[config.mk]
export PLATFORM = sky130hd
export DESIGN_NAME = dcache_st_port
export DESIGN_NICKNAME = d
export VERILOG_FILES = /design/src/rtl/dcache_st_port_pkg.sv /design/src/rtl/dcache_st_port_tag_cmp.sv /design/src/rtl/dcache_st_port.sv
export SDC_FILE = /design/constraint.sdc
export NUM_CORES = 1
export LEC_CHECK = 0
export CAP_MARGIN = 25
export CORE_AREA = 2 2 120 122
export DETAILED_ROUTE_END_ITERATION = 10
export DIE_AREA = 0 0 122 124
export GPL_TIMING_DRIVEN = 1
export PLACE_DENSITY = 0.75
export REMOVE_ABC_BUFFERS = 1
export SETUP_SLACK_MARGIN = 0.05
export SYNTH_ARGS = -nofsm -noshare
export SYNTH_HDL_FRONTEND = slang
export SYNTH_SLANG_ARGS = --single-unit
export TNS_END_PERCENT = 1
[constraint.sdc]
create_clock -name clk -period 1.8 [get_ports clk]
set_input_delay 0.36 -clock clk [delete_from_list [all_inputs] [get_ports clk]]
set_output_delay 0.36 -clock clk [all_outputs]
set_load 0.02 [all_outputs]
[src/rtl/dcache_st_port_pkg.sv]
// Shared D$ store-port definitions: FSM state type, default geometry and VA width.
// VA_BITS defaults to 39 when the build does not supply it.
`ifndef VA_BITS
`define VA_BITS 39
`endif

package dcache_st_port_pkg;

  localparam int unsigned VaBits     = `VA_BITS;
  localparam int unsigned DefIdxBits = 7;
  localparam int unsigned DefOffBits = 5;

  typedef enum logic [1:0] {
    StIdle,
    StLookup,
    StWrite,
    StMiss
  } st_state_e;

  function automatic int unsigned tag_bits(int unsigned idx_bits, int unsigned off_bits);
    return VaBits - idx_bits - off_bits;
  endfunction

endpackage

[src/rtl/dcache_st_port_tag_cmp.sv]
// Tag compare for the store port: hit when the returned line is valid and its tag matches.

module dcache_st_port_tag_cmp #(
  parameter int unsigned TagBits = 27
) (
  input  logic [TagBits-1:0] rd_tag,
  input  logic               rd_vld,
  input  logic [TagBits-1:0] req_tag,
  output logic               hit
);

  assign hit = rd_vld & (rd_tag == req_tag);

endmodule

[src/rtl/dcache_st_port.sv]
// Store-buffer to D$ write port: tag lookup, byte-masked data write, line fill on miss.
// Optional DCST_PERF_EN adds 32-bit hit/miss lookup counters.

module dcache_st_port
  import dcache_st_port_pkg::*;
#(
  parameter int unsigned IDX_BITS = DefIdxBits,
  parameter int unsigned OFF_BITS = DefOffBits
) (
  input  logic                                clk,
  input  logic                                reset_n,
  input  logic                                rtr_st_vld_xx,
  input  logic [7:0]                          rtr_st_be_xx,
  input  logic [63:0]                         rtr_st_data_xx,
  input  logic [VaBits-1:0]                   rtr_st_addr_xx,
  output logic                                rtr_st_ack_xx,
  input  logic                                ld_busy_e0,
  output logic                                tag_rd_en,
  output logic [IDX_BITS-1:0]                 tag_rd_idx,
  input  logic [VaBits-IDX_BITS-OFF_BITS-1:0] tag_rd_tag,
  input  logic                                tag_rd_vld,
  output logic                                dat_wr_en,
  output logic [IDX_BITS+OFF_BITS-4:0]        dat_wr_idx,
  output logic [7:0]                          dat_wr_be,
  output logic [63:0]                         dat_wr_data,
  output logic                                miss_req,
  output logic [VaBits-1:0]                   miss_addr,
  input  logic                                miss_done
`ifdef DCST_PERF_EN
  ,
  output logic [31:0]                         perf_hit_cnt,
  output logic [31:0]                         perf_miss_cnt
`endif
);

  localparam int unsigned LineBits = IDX_BITS + OFF_BITS;
  localparam int unsigned TagBits  = tag_bits(IDX_BITS, OFF_BITS);

  st_state_e         state_q, state_d;
  logic [VaBits-1:3] addr_q;
  logic [7:0]        be_q;
  logic [63:0]       data_q;
  logic              accept;
  logic              hit;
  logic              unused_addr_lsbs;

  assign unused_addr_lsbs = ^rtr_st_addr_xx[2:0];

  // Gate with reset so no array read escapes while reset is held.
  assign accept = reset_n & rtr_st_vld_xx & ~ld_busy_e0;

  dcache_st_port_tag_cmp #(
    .TagBits(TagBits)
  ) u_tag_cmp (
    .rd_tag (tag_rd_tag),
    .rd_vld (tag_rd_vld),
    .req_tag(addr_q[VaBits-1:LineBits]),
    .hit    (hit)
  );

  always_ff @(posedge clk or negedge reset_n) begin
    if (!reset_n) begin
      state_q <= StIdle;
    end else begin
      state_q <= state_d;
    end
  end

  always_ff @(posedge clk or negedge reset_n) begin
    if (!reset_n) begin
      addr_q <= '0;
      be_q   <= '0;
      data_q <= '0;
    end else if (state_q == StIdle && accept) begin
      addr_q <= rtr_st_addr_xx[VaBits-1:3];
      be_q   <= rtr_st_be_xx;
      data_q <= rtr_st_data_xx;
    end
  end

  always_comb begin
    state_d = state_q;
    unique case (state_q)
      StIdle:   if (accept) state_d = StLookup;
      StLookup: begin
        if (!hit)           state_d = StMiss;
        else if (ld_busy_e0) state_d = StWrite;
        else                 state_d = StIdle;
      end
      StWrite:  if (!ld_busy_e0) state_d = StIdle;
      // Return to IDLE so the still-pending store is looked up again.
      StMiss:   if (miss_done) state_d = StIdle;
      default:  state_d = StIdle;
    endcase
  end

  always_comb begin
    tag_rd_en = 1'b0;
    dat_wr_en = 1'b0;
    miss_req  = 1'b0;
    unique case (state_q)
      StIdle:   tag_rd_en = accept;
      StLookup: dat_wr_en = hit & ~ld_busy_e0;
      StWrite:  dat_wr_en = ~ld_busy_e0;
      StMiss:   miss_req  = 1'b1;
      default:  ;
    endcase
    rtr_st_ack_xx = dat_wr_en;
  end

  assign tag_rd_idx  = rtr_st_addr_xx[LineBits-1:OFF_BITS];
  assign dat_wr_idx  = addr_q[LineBits-1:3];
  assign dat_wr_be   = be_q;
  assign dat_wr_data = data_q;
  assign miss_addr   = {addr_q[VaBits-1:OFF_BITS], {OFF_BITS{1'b0}}};

`ifdef DCST_PERF_EN
  always_ff @(posedge clk or negedge reset_n) begin
    if (!reset_n) begin
      perf_hit_cnt  <= '0;
      perf_miss_cnt <= '0;
    end else if (state_q == StLookup) begin
      if (hit) perf_hit_cnt  <= perf_hit_cnt + 32'd1;
      else     perf_miss_cnt <= perf_miss_cnt + 32'd1;
    end
  end
`endif

endmodule

After elaboration in Yosys (flattened, before gate mapping) --
Cells that the tools add are included.
Storage, ports and cells: logic and storage cells 28, register bits 110
Operators by class: muxes and demuxes 9, reductions and logical operators 3, equality and inequality tests 7, bitwise operators 5
Operator list (number):
- equality test 27 bit | 1
- two-way mux 2 bit | 5
- case mux 2 bit (4 select lines) | 1
- inequality test 2 bit, second input constant | 3
- AND 1 bit | 4
- equality test 2 bit, second input constant | 2
- AND reduction 3 bit | 1
- equality test 2 x 1 -> 1 bit, second input constant | 1
- logical NOT 2 bit | 1
- two-way mux 1 bit | 2
- case mux 1 bit (2 select lines) | 1
- logical AND 1 bit | 1
- NOT 1 bit | 1

Logic depth before layout (Yosys ltp) --
Gate-level depths: netlist of the first run.
word-level depth 4, depth in mapped cells 7, depth with buffers taken out 7

By module --
A second synthesis of the first run with hierarchy kept.
Unflattened totals: cells, all modules 306, area, all modules 4693.3 µm²
By module, submodules not included:
- dcache_st_port | area each 4393.0 µm², times used 1, cells each 270, sequential area each 2752.6 µm²
- dcache_st_port_tag_cmp | area each 300.3 µm², times used 1, cells each 36, sequential area each 0.0 µm²

Worst setup path after synthesis of the first run --
OpenSTA, ideal clock, no wires.
kind register to output, from register addr_q[12] in the netlist's numbering, to output rtr_st_ack_xx, arrival time 1.933 ns, stages on the path, launching flop included 7, path buffers 1, slack -0.493 ns, cells stage by stage dfrtp_1 > xnor2_1 > nand4_1 > or4_1 > nor4_2 > a32o_1 > buf_4
On the way: word-level cells in the longest chain between the ends 4
RTL lines:
- start: declaration | line dcache_st_port.sv:40 | logic [VaBits-1:3] addr_q;
- start signal: assignment | line dcache_st_port.sv:75 | addr_q <= rtr_st_addr_xx[VaBits-1:3];
- equality test 27 bit | line dcache_st_port_tag_cmp.sv:12 | assign hit = rd_vld & (rd_tag == req_tag);
- AND 1 bit | line dcache_st_port_tag_cmp.sv:12
- AND 1 bit | line dcache_st_port.sv:103 | StLookup: dat_wr_en = hit & ~ld_busy_e0;
- case mux 1 bit (2 select lines) | line dcache_st_port.sv:101 | unique case (state_q)
- end: declaration | line dcache_st_port.sv:16 | output logic rtr_st_ack_xx,
No other way between the ends.

Worst setup path after layout of the first run --
from input tag_rd_tag[24], to output dat_wr_en
On the way: word-level cells in the longest chain between the ends 4
RTL lines:
- start: declaration | line dcache_st_port.sv:20 | input logic [VaBits-IDX_BITS-OFF_BITS-1:0] tag_rd_tag,
- equality test 27 bit | line dcache_st_port_tag_cmp.sv:12
- AND 1 bit | line dcache_st_port_tag_cmp.sv:12
- AND 1 bit | line dcache_st_port.sv:103
- case mux 1 bit (2 select lines) | line dcache_st_port.sv:101
- end: declaration | line dcache_st_port.sv:22 | output logic dat_wr_en,
No other way between the ends.

==> impl_metrics.ini, run 1 <==
[status]
outcome = finished, violations left
violations = negative setup slack

[place]
gp_congestion = 0.819
hpwl_um = 9540
io_buffers = 266

[logic_synthesis]
yosysSeqAreaShare_pct = 59.3
synth.area.top_cells = dfrtp_1 (59%), mux2_2 (26%), xnor2_1 (5.1%)
synth_cell_types = 22
ys_ff_latch = 110
synth_edf_count = 0
synth_area_leader_cell = dfrtp_1
avgSynthCellArea_sq_um = 14.9
syn_area_sq_um = 4640
synthFlopType = dfrtp_1
yosys.area.top_type_share_pct = 59.3
synth_cells = 311
async_flop_share_pct = 100
synth-warning-count = 0

[die]
num_rows = 43
dieArea_sq_um = 15100
coreArea_sq_um = 13700
die_x_um = 122
start_util_pct = 33.8
ioPinCount = 275
die_h_um = 124

[finish]
fillers = 1146
multi_input_area_sq_um = 1700
synthToLayoutAreaGrowth_pct = 73.7
drive_above_1_share_pct = 29.4
finalNetCount = 756
n_antenna_cell = 0
ff_latch_area_sq_um = 2750

[detailed_routing]
wl_per_cell_um = 15.9
vias = 3543
first_pass_iters = 4
final_antenna_net_count = 0
drt_iter0_markers = 132
wl_um = 12600
drc_errors = 0
routed_via_density = 4.47

[setup_path]
timing.critical_path.slowest_stage_cell = or4_4
crit_required_ns = 1.44
cp-end-kind = output port
crit_fanout = 2
critical_path_arrival_ns = 2.11
critical_path.cell_chain = clkdlybuf4s50_1 > xnor2_1 > nand4_1 > or4_4 > nor4_4 > a32o_2 > buf_6
cp-start-kind = input port
crit_type = input port to output port
timing.critical_path.slowest_cell_delay_ns = 0.56

[hold_path]
hp-class = input port to asynchronous set/reset pin

[flow_run]
max-cap-violations = 0

[clock_tree]
cts_buffers = 9
clk_pin_slew_ns = 0.07
htree_levels = 3
cts-hold-fix-buffers = 0
cts_tree = built
clk_latency_ns = 0.34
clock_path_buffers = 2
clock_sinks = 110
cts_root_buf = clkbuf_16

[global_route]
grt_pass1_wl_um = 19100
grt_max_degree = 111
antenna_found_initial = 0
gr-total-overflow = 0
groute.usage.overall_pct = 16.5
grt_pass1_vias = 3932

[timing]
setup_viol = 4
period_needed_ns = 2.47
rsz0062_at_grt = yes
holdWs_ns = 0.104
fin_crit_sh_pct = 137
slew_headroom_pct = 61.0
final_hold_viol_count = 0
finClkSkew_ns = 0.00600
fmax_ghz = 0.404
finalMaxSlewViolations = 0
post-route-worst-setup-slack_ns = -0.675
tightest_slew_ns = 0.585

[power]
p_per_area_nw_per_um2 = 1670
p_leak_nw = 3.59
p_int_mw = 8.71
p_comb_share_pct = 52.1
pwr-share-clk_pct = 15.0
p_seq_share_pct = 32.8
swShare_pct = 35.4
p_sw_mw = 4.77
vdd_drop_max_mv = 0.951
total_power_mw = 13.5
==> layout make-up <==
cell class | count | share of cell area, %
multi-input cells | 169 | 21.1
well taps | 180 | 2.79
inverters | 4 | 0.186
repair buffers | 314 | 37.9
clock buffers | 12 | 3.18
flip-flops and latches | 110 | 34.1
clock inverters | 4 | 0.683
==> cell usage after synthesis, types with 2 or more instances <==
library cell / n
ha_1: 4
nand4_1: 9
dfrtp_1: 110
inv_1: 4
xnor2_1: 27
nand2_1: 3
nand3_1: 2
buf_4: 20
buf_2: 12
mux2_2: 108
==> power groups by stage <==
stage,combinational [mW],sequential [mW],clock [mW]
final,7.02,4.43,2.03
after global routing,7.44,4.59,2.21
after CTS,7.10,4.45,2.13
after detailed placement,7.25,4.48,0
after global placement,7.13,4.41,0
after floorplan,1.73,6.03,0
==> metal layers <==
| metal | vias up | routed length, um | GRT usage (%) |
|---|---|---|---|
| met2 | 185 | 6410 | 29.3 |
| met1 | 1692 | 4540 | 17.4 |
| met5 | - | 0 | 0 |
| li1 | 1650 | - | - |
| met4 | 0 | 223 | 6.32 |
| met3 | 16 | 1470 | 6.91 |
==> through the flow <==
stage | worst slack (ns) | utilization [%] | std cells | area [sq um] | TNS, ns
after global placement | -1.24 | 55.9 | 769 | 7670 | -39.55
final | -0.675 | 58.8 | 793 | 8060 | -2.48
after CTS | -0.768 | 58.6 | 793 | 8040 | -2.77
after detailed placement | -1.31 | 55.9 | 769 | 7670 | -36.87
after floorplan | -3.21 | - | 283 | 4450 | -349.27
after global routing | -0.772 | 58.8 | 793 | 8060 | -3.53
==> state kept, by name, indices dropped and copies added (netlist names) <==
| register | count |
|---|---|
| addr_q | 36 |
| state_q | 2 |
| dat_wr_data | 64 |
| dat_wr_be | 8 |
==> critical path, delay by kind of cell <==
kind	cells	cell delay (ns)
compound gates	1	0.21
buf+inv	2	0.61
simple gates	3	0.83
xor+xnor	1	0.11
==> worst paths after layout <==
| kind | from | end | slack, ns | depth (start not counted) |
|---|---|---|---|---|
| max reg2reg | addr_q[27]$_DFFE_PN0P_ | state_q[1]$_DFFE_PN0P_ | -0.59 | 13 |
| min in group clk | dat_wr_data[18]$_DFFE_PN0P_ | dat_wr_data[18]$_DFFE_PN0P_ | 0.50 | 1 |
| max in group asynchronous | reset_n | dat_wr_data[40]$_DFFE_PN0P_ | 1.26 | 2 |
| min | reset_n | addr_q[37]$_DFFE_PN0P_ | 0.10 | 2 |
| min reg2reg | dat_wr_data[18]$_DFFE_PN0P_ | dat_wr_data[18]$_DFFE_PN0P_ | 0.50 | 1 |
| max | tag_rd_tag[24] | dat_wr_en | -0.67 | 7 |
==> timing repair <==
| item | CTS | global route |
|---|---|---|
| endpoints found under the setup margin | 124 | 102 |
| buffers inserted | 9 | 0 |
| resized for setup | 69 | 8 |
| pin swaps | 10 | 5 |
==> cell families after synthesis <==
logic type | count (synthesis) | synth area share, %
flip-flops | 110 | 59.3
other | 1 | 0.0808
AO/OA/AOI/OAI | 6 | 0.916
AND/OR/NAND/NOR | 19 | 2.48
buffers and inverters | 36 | 4.85
adder cells (fa/ha/maj) | 4 | 1.08
multiplexers | 108 | 26.2
XOR/XNOR | 27 | 5.09
==> layout by cell type, fill, tap and decap left out, drive strengths merged, types with 2 or more instances in the layout <==
cell and count:
clkbuf 12, conb 5, nand3 2, clkinv 2
nand4 9, nand2 3, inv 4, dlymetal6s2s 4
ha 4, dlygate4sd2 37, dfrtp 110, buf 53
clkdlybuf4s50 220, xnor2 27, mux2 108
Power figures use the tool's default switching activity.
==> inputs of run 2 (changes only) <==
Settings changed: GPL_ROUTABILITY_DRIVEN from default to 0, PLACE_DENSITY 0.75 to 0.85.
==> run 2 against run 1 <==
  * The flow still finishes with violations (negative setup slack)
  * Combinational power up 4.4%
  * Register-to-register slack better by 0.40 ns
  * Global-route usage up 0.41 points
  * Die area unchanged
  * Critical path type is now flip-flop to output port
  * Maximum frequency down 0.56%
  * Power up 2.7%
  * Non-clock buffer count down 10
  * Final cell count down 1.3%
  * Utilization up 0.91 points
==> impl_metrics.ini, run 2 (synthesis results as in run 1) <==
[setup_path]
critical_path_arrival_ns = 2.13
crit_fanout = 2
timing.critical_path.slowest_stage_cell = or4_4
r2r_end = state_q[1]$_DFFE_PN0P_
timing.critical_path.slowest_cell_delay_ns = 0.56
cp-start-kind = flip-flop
critical_path.cell_chain = xnor2_1 > nand4_1 > or4_4 > nor4_4 > a32o_2 > buf_6
crit_type = flip-flop to output port
r2r-start = addr_q[16]$_DFFE_PN0P_
crit_required_ns = 1.44
r2r_setup_slack_ns = -0.19
cp-end-kind = output port
ff2ff_path_depth = 8

[finish]
final_cell_mix = clkdlybuf4s50_1 (212), dfrtp_1 (110), mux2_2 (62), mux2_4 (46), buf_4 (35)
finalNetCount = 746
largest_register_ffs = 64
utilization_pct = 59.7
layout_commonest_cell = clkdlybuf4s50_1
synthToLayoutAreaGrowth_pct = 76.4
drive_above_1_share_pct = 28.5
n_antenna_cell = 0

[timing]
fmax_ghz = 0.402
tightest_slew_ns = 0.621
finClkSkew_ns = 0.00898
post-route-worst-setup-slack_ns = -0.689
setup_viol = 4
finalMaxSlewViolations = 0
slew_headroom_pct = 58.6
rsz0062_at_grt = yes
final_hold_viol_count = 0
period_needed_ns = 2.49
fin_crit_sh_pct = 138

[detailed_routing]
first_pass_iters = 4
routed_via_density = 4.56
wl_per_cell_um = 17.3
drc_errors = 0
vias = 3573
drt_iter0_markers = 62
wl_um = 13500
final_antenna_net_count = 0

[status]
outcome = finished, violations left
violations = negative setup slack

[clock_tree]
clk_latency_ns = 0.34
cts-hold-fix-buffers = 0
cts_tree = built
htree_levels = 3
clock_sinks = 110
cts_buffers = 9
clock_path_buffers = 2
cts_root_buf = clkbuf_16
clk_pin_slew_ns = 0.07

[place]
hpwl_um = 9900
dp_slack_ns = -1.31
io_buffers = 266

[power]
vdd_drop_max_mv = 0.953
p_per_area_nw_per_um2 = 1690
p_leak_nw = 3.93

[die]
dieArea_sq_um = 15100
ioPinCount = 275
coreArea_sq_um = 13700
start_util_pct = 33.8
die_h_um = 124
num_rows = 43
die_x_um = 122

[global_route]
groute.usage.overall_pct = 16.9
grt_max_degree = 111
antenna_found_initial = 0
grt_pass1_vias = 3901
gr-total-overflow = 0
grt_pass1_wl_um = 19500

[hold_path]
hp-class = input port to asynchronous set/reset pin

[flow_run]
max-cap-violations = 0
[run 2: changes by cell type in the layout (fill, tap and decap cells not counted), moves of 2 or more]
cell,previous run,this run
buf_6,10,4
buf_4,38,35
mux2_4,1,46
dlymetal6s2s_1,4,22
mux2_2,107,62
dlygate4sd2_1,37,27
clkdlybuf4s50_1,220,212
inv_6,0,2
clkinv_2,0,2
[run 2: area by class of cell]
cell class / instances / area [sq um]
Tap cell: 180 / 225
Sequential cell: 110 / 2750
Multi-Input combinational cell: 169 / 1870
Clock buffer: 10 / 239
Inverter: 4 / 15.0
Clock inverter: 6 / 66.3
Timing Repair Buffer: 304 / 3020
Fill cell: 1051 / 5530
[run 2: critical path, delay by kind of cell, from the launching register on]
kind,cells,cell delay [ns]
simple gates,3,0.84
flops,1,0.40
xor+xnor,1,0.20
compound gates,1,0.20
buf+inv,1,0.13
[run 2: repair_timing]
item                       in CTS  in global routing
setup buffers                   1                  2
pin swaps                       9                  6
gates resized for setup        51                 75
setup endpoints to repair      35                108
[run 2: report_power, final]
| part | switching [mW] | internal (mW) | leakage (nW) |
|---|---|---|---|
| logic | 3.23 | 4.10 | 2.44 |
| registers | 0.788 | 3.70 | 1.34 |
| clock network | 0.904 | 1.13 | 0.153 |
[run 2: through the flow]
step / total power, mW / instance area [sq um] / hold slack [ns] / TNS, ns / cells
finish: 13.8 / 8190 / 0.0740 / -1.70 / 783
floorplan: 7.76 / 4450 / 0.0644 / -349.27 / 283
global placement: 11.4 / 7630 / 0.487 / -34.20 / 764
detailed placement: 11.7 / 7630 / 0.494 / -33.03 / 764
CTS: 13.6 / 7940 / 0.133 / -2.29 / 781
global route: 14.6 / 8190 / 0.157 / -2.14 / 783
[run 2: worst max path at each step]
| stage | from | depth (start not counted) | slack [ns] | end |
|---|---|---|---|---|
| finish | addr_q[16]$_DFFE_PN0P_ | 6 | -0.69 | rtr_st_ack_xx |
| global route | addr_q[16]$_DFFE_PN0P_ | 6 | -0.79 | rtr_st_ack_xx |
| CTS | addr_q[16]$_DFFE_PN0P_ | 6 | -0.86 | rtr_st_ack_xx |
| detailed placement | tag_rd_tag[8] | 7 | -1.31 | rtr_st_ack_xx |
| global placement | tag_rd_tag[8] | 7 | -1.26 | rtr_st_ack_xx |
| floorplan | state_q[0]$_DFFE_PN0P_ | 4 | -3.21 | tag_rd_en |
[run 2: per-layer routing]
layer	global-route usage, %	part of all wire [%]
met4	6.32	1.4
met1	18.0	37
met2	30.0	51
met5	0	0
met3	7.01	11
